===== config.mk =====
export PLATFORM = sky130hd
export DESIGN_NAME = score_collector
export DESIGN_NICKNAME = d
export VERILOG_FILES = /design/src/rtl/score_collector.sv
export SDC_FILE = /design/constraint.sdc
export NUM_CORES = 1
export LEC_CHECK = 0
export CAP_MARGIN = 40
export CORE_ASPECT_RATIO = 1.2
export CORE_UTILIZATION = 43
export CTS_CLUSTER_SIZE = 40
export DETAILED_ROUTE_END_ITERATION = 8
export PLACE_DENSITY = 0.7
export RECOVER_POWER = 25
export SYNTH_ARGS = -nofsm -noshare
export SYNTH_HDL_FRONTEND = slang
export SYNTH_SLANG_ARGS = --single-unit

===== constraint.sdc =====
create_clock -name clk -period 3.2 [get_ports clk]
set_input_delay 0.48 -clock clk [delete_from_list [all_inputs] [get_ports clk]]
set_output_delay 0.48 -clock clk [all_outputs]
set_load 0.05 [all_outputs]

===== src/rtl/score_collector.sv =====
// Assembles a stream of per-class scores into one N-lane frame held for the argmax stage.
// Optional SCORE_SYNC_EN adds in_first resynchronisation and a sync_err pulse.
module score_collector #(
  parameter int N    = 10,
  parameter int W    = 8,
  parameter int CNTW = 4
) (
  input  logic            clk,
  input  logic            rst,
  input  logic            in_valid,
  output logic            in_ready,
  input  logic [W-1:0]    in_data,
`ifdef SCORE_SYNC_EN
  input  logic            in_first,
  output logic            sync_err,
`endif
  output logic            out_valid,
  input  logic            out_ready,
  output logic [N*W-1:0]  out_scores,
  output logic [15:0]     frame_cnt,
  output logic [CNTW-1:0] lane_idx
);

  localparam logic [CNTW-1:0] LAST_LANE = CNTW'(N - 1);

  logic [CNTW-1:0]    lane_q, lane_d;
  logic [(N-1)*W-1:0] buf_q, buf_d;
  logic [N*W-1:0]     out_scores_q, out_scores_d;
  logic               out_valid_q, out_valid_d;
  logic [15:0]        frame_cnt_q, frame_cnt_d;
  logic               at_last, accept, take, load, first_beat;

  assign at_last  = (lane_q == LAST_LANE);
  // Only the last lane waits on the output side; earlier lanes never stall.
  assign in_ready = !rst && (!at_last || !out_valid_q || out_ready);
  assign accept   = in_valid && in_ready;
  assign take     = out_valid_q && out_ready;

`ifdef SCORE_SYNC_EN
  logic sync_err_q, sync_err_d;
  assign first_beat = accept && in_first;
  assign sync_err_d = first_beat && (lane_q != '0);
  assign sync_err   = sync_err_q;
`else
  assign first_beat = 1'b0;
`endif

  assign load = accept && at_last && !first_beat;

  always_comb begin
    lane_d = lane_q;
    buf_d  = buf_q;
    if (first_beat) begin
      buf_d[W-1:0] = in_data;
      lane_d       = CNTW'(1);
    end else if (accept) begin
      if (at_last) begin
        lane_d = '0;
      end else begin
        for (int k = 0; k < N - 1; k++) begin
          if (lane_q == CNTW'(k)) buf_d[k*W +: W] = in_data;
        end
        lane_d = lane_q + CNTW'(1);
      end
    end
  end

  // A load on the same edge as a take keeps out_valid high with the new frame.
  assign out_valid_d  = load || (out_valid_q && !out_ready);
  assign out_scores_d = load ? {in_data, buf_q} : out_scores_q;
  assign frame_cnt_d  = frame_cnt_q + 16'(take);

  always_ff @(posedge clk) begin
    if (rst) begin
      lane_q       <= '0;
      buf_q        <= '0;
      out_scores_q <= '0;
      out_valid_q  <= 1'b0;
      frame_cnt_q  <= '0;
    end else begin
      lane_q       <= lane_d;
      buf_q        <= buf_d;
      out_scores_q <= out_scores_d;
      out_valid_q  <= out_valid_d;
      frame_cnt_q  <= frame_cnt_d;
    end
  end

`ifdef SCORE_SYNC_EN
  always_ff @(posedge clk) begin
    if (rst) sync_err_q <= 1'b0;
    else     sync_err_q <= sync_err_d;
  end
`endif

  assign out_valid  = out_valid_q;
  assign out_scores = out_scores_q;
  assign frame_cnt  = frame_cnt_q;
  assign lane_idx   = lane_q;

endmodule


==> results.yml, run 1 <==
power:
  p_int_mw: 3.41
  seqPwrFrac_pct: 49.6
  p_comb_share_pct: 5.2
  ir_drop_mv: 0.307
  p_sw_share_pct: 22.2
  power.switching_mw: 0.974
  powerDensity_nw_per_um2: 482
  leakage_nw: 2.80
  clockPowerShare_pct: 45.2
drt:
  vias: 5756
  avgViaCountPerCell: 5.26
  post_drt_wl_per_cell_um: 15.7
  routed_wl_mm: 17.2
  first_pass_iters: 5
  dr.first_iter.drc_count: 410
  drcViolationCount: 0
  ant_nets: 0
die:
  fp-row-count: 52
  core_area_um2: 16900
  die_w_um: 122
  die_area_um2: 17900
  start_util_pct: 44.2
  top_level_ports: 114
  die_h_um: 146
sta:
  rsz0062_at_grt: "false"
  tightestPinTransition_ns: 1.73
  slew_headroom_pct: -15.4
  fin_ws_ns: 0.347
  maxSlewViolCount: 113
  hold_viol: 0
  finalClockSkew_ns: 0.0118
  clock.fmax_mhz: 350
  fin_hold_ws_ns: 0.469
  finalSetupTns_ns: 0
  layout_min_cycle_time_ns: 2.85
  finalCritPeriodShare_pct: 89.2
  setup_viol: 0
hold_path:
  hold_depth: 2
  worstHoldPathType: "reg2reg"
  worst_hold_path.endpoint: "out_scores[37]"
  min-delay-start: "buf_q[37]"
logic_synthesis:
  synth_ff_type: "dfxtp_1"
  synth_cell_types: 40
  synthMuxAreaShare_pct: 11.3
  syn-mean-instance-area_um2: 9.29
  synth_fa_ha_area_share_pct: 0.335
  synthSimpleGateAreaFrac_pct: 23.6
  synthCells: 805
  synth_compound_area_share_pct: 11.5
  syn-num-nets: 819
  synth_top_area_share_pct: 46.3
  synth.largest_area_cell: "dfxtp_1"
  synth_top_family_by_area: "simple AND/OR/NAND/NOR gates"
  synthArstFlopShare_pct: 0
  synth_xor_area_share_pct: 0.469
  synth_seq_cells: 173
  synth-edff-count: 0
  synthesis.area_um2: 7480
  synth_area_leaders: "dfxtp_1, nand2b_1, mux2i_1, a21oi_1, nand3_1"
  ys_seq_area_share_pct: 46.3
  yosys_warnings: 0
global_route:
  use_met3_pct: 6.88
  busiest_layer: "met2"
  use_met2_pct: 29.5
  use_met1_pct: 26.9
  grt_pass1_wl_mm: 27.7
  grt_usage_pct: 19.7
  grt-ovfl-total: 0
  antenna_found_initial: 0
  grt_pass1_vias: 5248
  grt_start_max_net_pins: 113
placed_design:
  portBuffers: 113
  post_dp_cell_area_um2: 8560
  dp_slack_ns: 0.497
  post-place-cells: 1067
  dp_hpwl_mm: 10.5
  place.gp.congestion: 0.777
cts:
  cts_tree: "yes"
  hold_buffers: 0
  root_buffer: "clkbuf_16"
  htree_num_levels: 4
  cts_buffer_depth: 2
  numCtsBuffers: 17
  insertion_delay_ns: 0.43
  cts_repair_resize_count: 0
  cts.sinks: 173
  path_clk_slew_ns: 0.06
  postCtsSetupRepairBufs: 0
worst_setup_path:
  start_kind: "register"
  cp_slowest_cell: "clkdlybuf4s50_1"
  r2r_cells: 4
  r2r_slack_ns: 0.98
  path_cells: "nor4bb_4 > a21oi_1 > clkdlybuf4s50_1"
  crit_type: "reg2out"
  crit_fanout: 11
  r2r_start: "lane_idx[3]"
  worst_ep_arrival_time_ns: 2.37
  required_ns: 2.72
  path_delay_family: "buffers and inverters"
  crit_path_start: "lane_idx[3]"
  max_stage_delay_ns: 0.77
  crit_buf_inv: 1
  end_kind: "primary output"
  r2r_end: "out_scores[52]"
finish:
  layout_common_cells: "dfxtp_1, nand2b_1, clkdlybuf4s50_1"
  n_antenna_cell: 0
  n_fill_cell: 1548
  fin_area_um2: 9100
  final_cell_count_no_fill: 1095
  drive_above_1_share_pct: 5.80
  syn_to_final_growth_pct: 21.8
  layout_commonest_cell: "dfxtp_1"
  multiInputGateArea_um2: 3550
  layout.nets: 884
  ff_latch_area_um2: 3460
run_status:
  violations: "max-capacitance violations, max-slew violations"
  status: "complete, but fails checks"
job:
  drv_cap: 1
state kept, by name, summed over array words and instances, names as in the netlist:
name and cells:
frame_cnt 16, buf_q 72, lane_idx 4, out_valid 1
out_scores 80
kinds of logic (layout without fill, tap and decap cells):
group | count (synthesis) | in the layout
flops | 173 | 173
simple gates | 293 | 293
xor+xnor | 4 | 4
compound gates | 166 | 166
mux | 84 | 84
fa+ha+maj | 2 | 2
buf+inv | 83 | 157
worst reg2reg max path: cells and delay by family (launching register included):
kind                   cells  cell delay [ns]
AND/OR/NAND/NOR            2             1.00
flip-flops                 1             0.55
buffers and inverters      1             0.32
multiplexers               1             0.28
metal layers:
| layer | part of all wire (%) | vias to the layer above | routed length (um) |
|---|---|---|---|
| met1 | 46 | 2707 | 7820 |
| met2 | 46 | 158 | 7920 |
| met3 | 7.4 | 11 | 1280 |
| li1 | - | 2880 | - |
| met5 | 0 | - | 0 |
| met4 | 0.95 | 0 | 164 |
area by class of cell:
| class | instances | area share (%) |
|---|---|---|
| Inverter | 4 | 0.165 |
| Timing Repair Buffer | 125 | 13.8 |
| Clock inverter | 8 | 1.04 |
| Clock buffer | 20 | 5.02 |
| Sequential cell | 173 | 38.0 |
| Tap cell | 216 | 2.97 |
| Multi-Input combinational cell | 549 | 39.0 |
cells in the mapped netlist (5+ instances only):
cell and count:
a21oi_1 83, nand2_1 5, mux2i_1 80, nand2b_1 163, nor2_1 11, clkbuf_1 49, buf_12 9, o21ai_0 75
nor2b_1 9, dfxtp_1 173, buf_1 8, nand3_1 78, buf_2 11
metrics by stage:
stage / util, % / power, mW
floorplan: - / 2.38
global placement: 50.5 / 2.44
detailed placement: 50.6 / 2.45
CTS: 53.9 / 4.42
global route: 53.8 / 4.53
finish: 53.8 / 4.38
power groups by stage:
stage	clock, mW	sequential [mW]	combinational, mW
6_report	1.98	2.17	0.227
5_1_grt	2.11	2.17	0.245
4_1_cts	2.02	2.17	0.227
3_5_place_dp	0	2.22	0.226
3_3_place_gp	0	2.22	0.219
2_1_floorplan	0	2.22	0.154
worst max-delay path by stage:
stage          cells past startpoint  endpoint  slack [ns]
6_report                           3  in_ready        0.35
5_1_grt                            3  in_ready        0.22
4_1_cts                            3  in_ready        0.36
3_5_place_dp                       4  in_ready        0.50
3_3_place_gp                       4  in_ready        0.51
2_1_floorplan                      5  in_ready        0.79
Note: power is estimated with default switching activity, not from simulation.
==> inputs of run 2 (changes only) <==
--- a/config.mk
+++ b/config.mk
@@ -10,7 +10,7 @@
 export CORE_UTILIZATION = 43
 export CTS_CLUSTER_SIZE = 40
 export DETAILED_ROUTE_END_ITERATION = 8
-export PLACE_DENSITY = 0.7
+export PLACE_DENSITY = 0.66
 export RECOVER_POWER = 25
 export SYNTH_ARGS = -nofsm -noshare
 export SYNTH_HDL_FRONTEND = slang
==> constraint.sdc (replaced) <==
create_clock -name clk -period 3.2 [get_ports clk]
set_input_delay 0.64 -clock clk [delete_from_list [all_inputs] [get_ports clk]]
set_output_delay 0.64 -clock clk [all_outputs]
set_load 0.05 [all_outputs]
==> results.yml, run 2 (synthesis gave the netlist of run 1 again) <==
sta:
  finalSetupTns_ns: 0
  clock.fmax_mhz: 361
  finalCritPeriodShare_pct: 86.5
  setup_viol: 0
  maxSlewViolCount: 0
  tightestPinTransition_ns: 1.08
  rsz0062_at_grt: "false"
  finalClockSkew_ns: 0.00741
  slew_headroom_pct: 28.1
  fin_hold_ws_ns: 0.470
  layout_min_cycle_time_ns: 2.77
  hold_viol: 0
placed_design:
  place.gp.congestion: 0.775
  post-place-cells: 1065
  dp_hpwl_mm: 10.3
  post_dp_cell_area_um2: 8550
  portBuffers: 113
global_route:
  grt_usage_pct: 19.5
  grt-ovfl-total: 0
  antenna_found_initial: 0
  grt_start_max_net_pins: 181
  grt_pass1_vias: 5140
  grt_pass1_wl_mm: 27.0
worst_setup_path:
  crit_type: "in2reg"
  end_kind: "register"
  crit_fanout: 57
  worst_ep_arrival_time_ns: 3.11
  start_kind: "primary input"
  required_ns: 3.55
drt:
  dr.first_iter.drc_count: 408
  avgViaCountPerCell: 5.22
  drcViolationCount: 0
  ant_nets: 0
  routed_wl_mm: 17.1
  first_pass_iters: 5
  vias: 5729
  post_drt_wl_per_cell_um: 15.6
cts:
  root_buffer: "clkbuf_16"
  cts_tree: "yes"
  numCtsBuffers: 17
  path_clk_slew_ns: 0.07
  insertion_delay_ns: 0.43
  htree_num_levels: 4
  cts.sinks: 173
  postCtsSetupRepairBufs: 0
  cts_repair_resize_count: 0
  cts_buffer_depth: 2
  hold_buffers: 0
die:
  core_area_um2: 16900
  fp-row-count: 52
  die_h_um: 146
  die_area_um2: 17900
  start_util_pct: 44.2
  die_w_um: 122
  top_level_ports: 114
finish:
  syn_to_final_growth_pct: 22.2
  fin_area_um2: 9140
  layout_commonest_cell: "dfxtp_1"
  final_cell_count_no_fill: 1097
  layout.nets: 882
  n_antenna_cell: 0
  layout_common_cells: "dfxtp_1, nand2b_1, clkdlybuf4s50_1"
  drive_above_1_share_pct: 5.68
  fin_util_pct: 54.0
  largest_reg_flops: 80
run_status:
  status: "finished, final reports clean"
power:
  ir_drop_mv: 0.316
  leakage_nw: 2.81
  powerDensity_nw_per_um2: 503
job:
  drv_cap: 0
hold_path:
  worstHoldPathType: "reg2reg"
-- run 2: cell count changes in the layout (fill, tap and decap cells not counted), sizes merged --
cell / delta
buf: -1
bufinv: +2
clkdlybuf4s50: +3
dlygate4sd3: -4
clkbuf: +2
-- run 2: path summary, 6_finish.rpt --
kind | startpoint | cells past startpoint | slack, ns | endpoint
worst max register to register | lane_idx[3] | 4 | 0.47 | out_scores[28]
worst min register to register | buf_q[49] | 2 | 0.47 | out_scores[49]
worst max-delay path | in_valid | 5 | 0.43 | out_scores[28]
worst min-delay path | buf_q[49] | 2 | 0.47 | out_scores[49]
-- run 2: per-layer routing --
metal	vias to the layer above	GRT usage (%)	routed length, um
li1	2877	-	-
met1	2688	26.5	8010
met2	149	28.6	7780
met3	15	6.21	1160
met4	0	6.95	193
met5	-	0	0
-- run 2: stage by stage --
stage	power, mW	setup WS (ns)
after floorplan	2.38	0.467
after CTS	4.64	0.472
after global placement	2.44	0.485
after global routing	4.74	0.265
final	4.60	0.432
after detailed placement	2.45	0.407
-- run 2: power breakdown --
part	leakage (nW)	internal (mW)	switching (mW)
combinational	1.11	0.0766	0.147
sequential	1.39	2.16	0.0116
clock	0.300	1.35	0.848
-- run 2: layout make-up --
type	count	area, um^2
Multi-Input combinational cell	549	3530
Clock buffer	22	464
Fill cell	1598	7780
Tap cell	216	270
Sequential cell	173	3460
Clock inverter	10	163
Inverter	4	15.0
Timing Repair Buffer	123	1230
-- run 2: worst max-delay path: stages --
cell	delay (ns)
dlygate4sd3_1	0.60
clkbuf_1	0.43
and3_1	0.27
clkbuf_4	0.84
mux2i_1	0.27
==> inputs of run 3 (changes only) <==
--- a/config.mk
+++ b/config.mk
@@ -7,10 +7,9 @@
 export LEC_CHECK = 0
 export CAP_MARGIN = 40
 export CORE_ASPECT_RATIO = 1.2
-export CORE_UTILIZATION = 43
+export CORE_UTILIZATION = 40
 export CTS_CLUSTER_SIZE = 40
 export DETAILED_ROUTE_END_ITERATION = 8
-export PLACE_DENSITY = 0.66
 export RECOVER_POWER = 25
 export SYNTH_ARGS = -nofsm -noshare
 export SYNTH_HDL_FRONTEND = slang
==> results.yml, run 3 (synthesis gave the netlist of run 1 again) <==
die:
  die_area_um2: 19200
  fp-row-count: 54
  core_area_um2: 18200
  die_w_um: 127
  start_util_pct: 41.0
  die_h_um: 152
  top_level_ports: 114
worst_setup_path:
  path_cells: "nor4bb_1 > a21oi_1 > buf_4"
  required_ns: 2.56
  start_kind: "register"
  crit_fanout: 11
  crit_type: "reg2out"
  cp_slowest_cell: "nor4bb_1"
  worst_ep_arrival_time_ns: 2.12
  max_stage_delay_ns: 0.69
  end_kind: "primary output"
sta:
  layout_min_cycle_time_ns: 2.76
  rsz0062_at_grt: "false"
  finalSetupTns_ns: 0
  clock.fmax_mhz: 363
  fin_ws_ns: 0.442
  maxSlewViolCount: 0
  finalCritPeriodShare_pct: 86.2
  slew_headroom_pct: 43.1
  setup_viol: 0
  finalClockSkew_ns: 0.00531
  tightestPinTransition_ns: 0.854
  hold_viol: 0
global_route:
  grt-ovfl-total: 0
  grt_pass1_vias: 5444
  grt_usage_pct: 18.5
  antenna_found_initial: 0
  grt_start_max_net_pins: 92
  grt_pass1_wl_mm: 28.2
finish:
  layout_common_cells: "dfxtp_1, nand2b_1, clkdlybuf4s50_1"
  syn_to_final_growth_pct: 23.2
  drive_above_1_share_pct: 6.12
  n_antenna_cell: 0
  fin_util_pct: 50.5
  layout.nets: 883
  final_cell_count_no_fill: 1106
  layout_commonest_cell: "dfxtp_1"
  largest_reg_flops: 80
placed_design:
  dp_hpwl_mm: 11.1
  place.gp.congestion: 0.722
  post-place-cells: 1074
  portBuffers: 113
  dp_slack_ns: 0.423
drt:
  first_pass_iters: 5
  avgViaCountPerCell: 5.22
  routed_wl_mm: 17.6
  drcViolationCount: 0
  post_drt_wl_per_cell_um: 15.9
  vias: 5774
  ant_nets: 0
  dr.first_iter.drc_count: 419
power:
  powerDensity_nw_per_um2: 517
  ir_drop_mv: 0.342
  leakage_nw: 2.88
job:
  drv_cap: 0
cts:
  path_clk_slew_ns: 0.06
  htree_num_levels: 4
  numCtsBuffers: 17
  cts.sinks: 173
  root_buffer: "clkbuf_16"
  cts_tree: "yes"
  postCtsSetupRepairBufs: 0
  insertion_delay_ns: 0.42
  cts_repair_resize_count: 0
  hold_buffers: 0
  cts_buffer_depth: 2
run_status:
  status: "finished, final reports clean"
hold_path:
  worstHoldPathType: "reg2reg"
## run 3: cell count changes in the layout (fill, tap and decap cells not counted), moves of 2 or more
cell	before	now
buf_4	6	8
clkdlybuf4s50_1	109	97
bufinv_16	4	6
clkbuf_1	4	2
dlygate4sd3_1	2	14
## run 3: routing by layer
layer	vias to the layer above	GRT usage (%)	share of wire [%]
li1	2878	-	-
met1	2733	24.5	46
met2	141	29.3	46
met3	22	4.46	5.7
met4	0	6.79	1.5
met5	-	0	0
## run 3: power by group
part | internal (mW) | switching [mW] | leakage (nW) | total (mW)
Clock | 1.52 | 0.841 | 0.333 | 2.37
Sequential | 2.16 | 0.0126 | 1.39 | 2.18
Combinational | 0.0733 | 0.145 | 1.16 | 0.218
Total | 3.76 | 0.998 | 2.88 | 4.76
## run 3: metrics by stage
stage / hold WS (ns) / total power, mW / area, um^2
6_report: 0.471 / 4.76 / 9210
5_1_grt: 0.485 / 4.92 / 9210
4_1_cts: 0.476 / 4.80 / 9230
3_5_place_dp: 0.459 / 2.44 / 8550
3_3_place_gp: 0.459 / 2.44 / 8540
2_1_floorplan: 0.448 / 2.38 / 7480
## run 3: layout make-up
class	count	area (um^2)
clock inverters	11	211
flip-flops and latches	173	3460
clock buffers	21	470
fillers	1688	9030
repair buffers	124	1240
well taps	224	280
multi-input cells	549	3530
inverters	4	15.0
## run 3: final timing paths
kind | depth (start not counted) | from | slack [ns] | to
worst max-delay path | 3 | lane_idx[3] | 0.44 | in_ready
worst min-delay path | 2 | out_scores[76] | 0.47 | out_scores[76]
worst max register to register | 4 | lane_idx[3] | 0.45 | out_scores[26]
worst min register to register | 2 | out_scores[76] | 0.47 | out_scores[76]
## run 3: worst max-delay path: cells and delay by family (launching register included)
kind                   cells  cell delay (ns)
AND/OR/NAND/NOR            1             0.69
flip-flops                 1             0.55
buffers and inverters      1             0.24
AO/OA/AOI/OAI              1             0.22
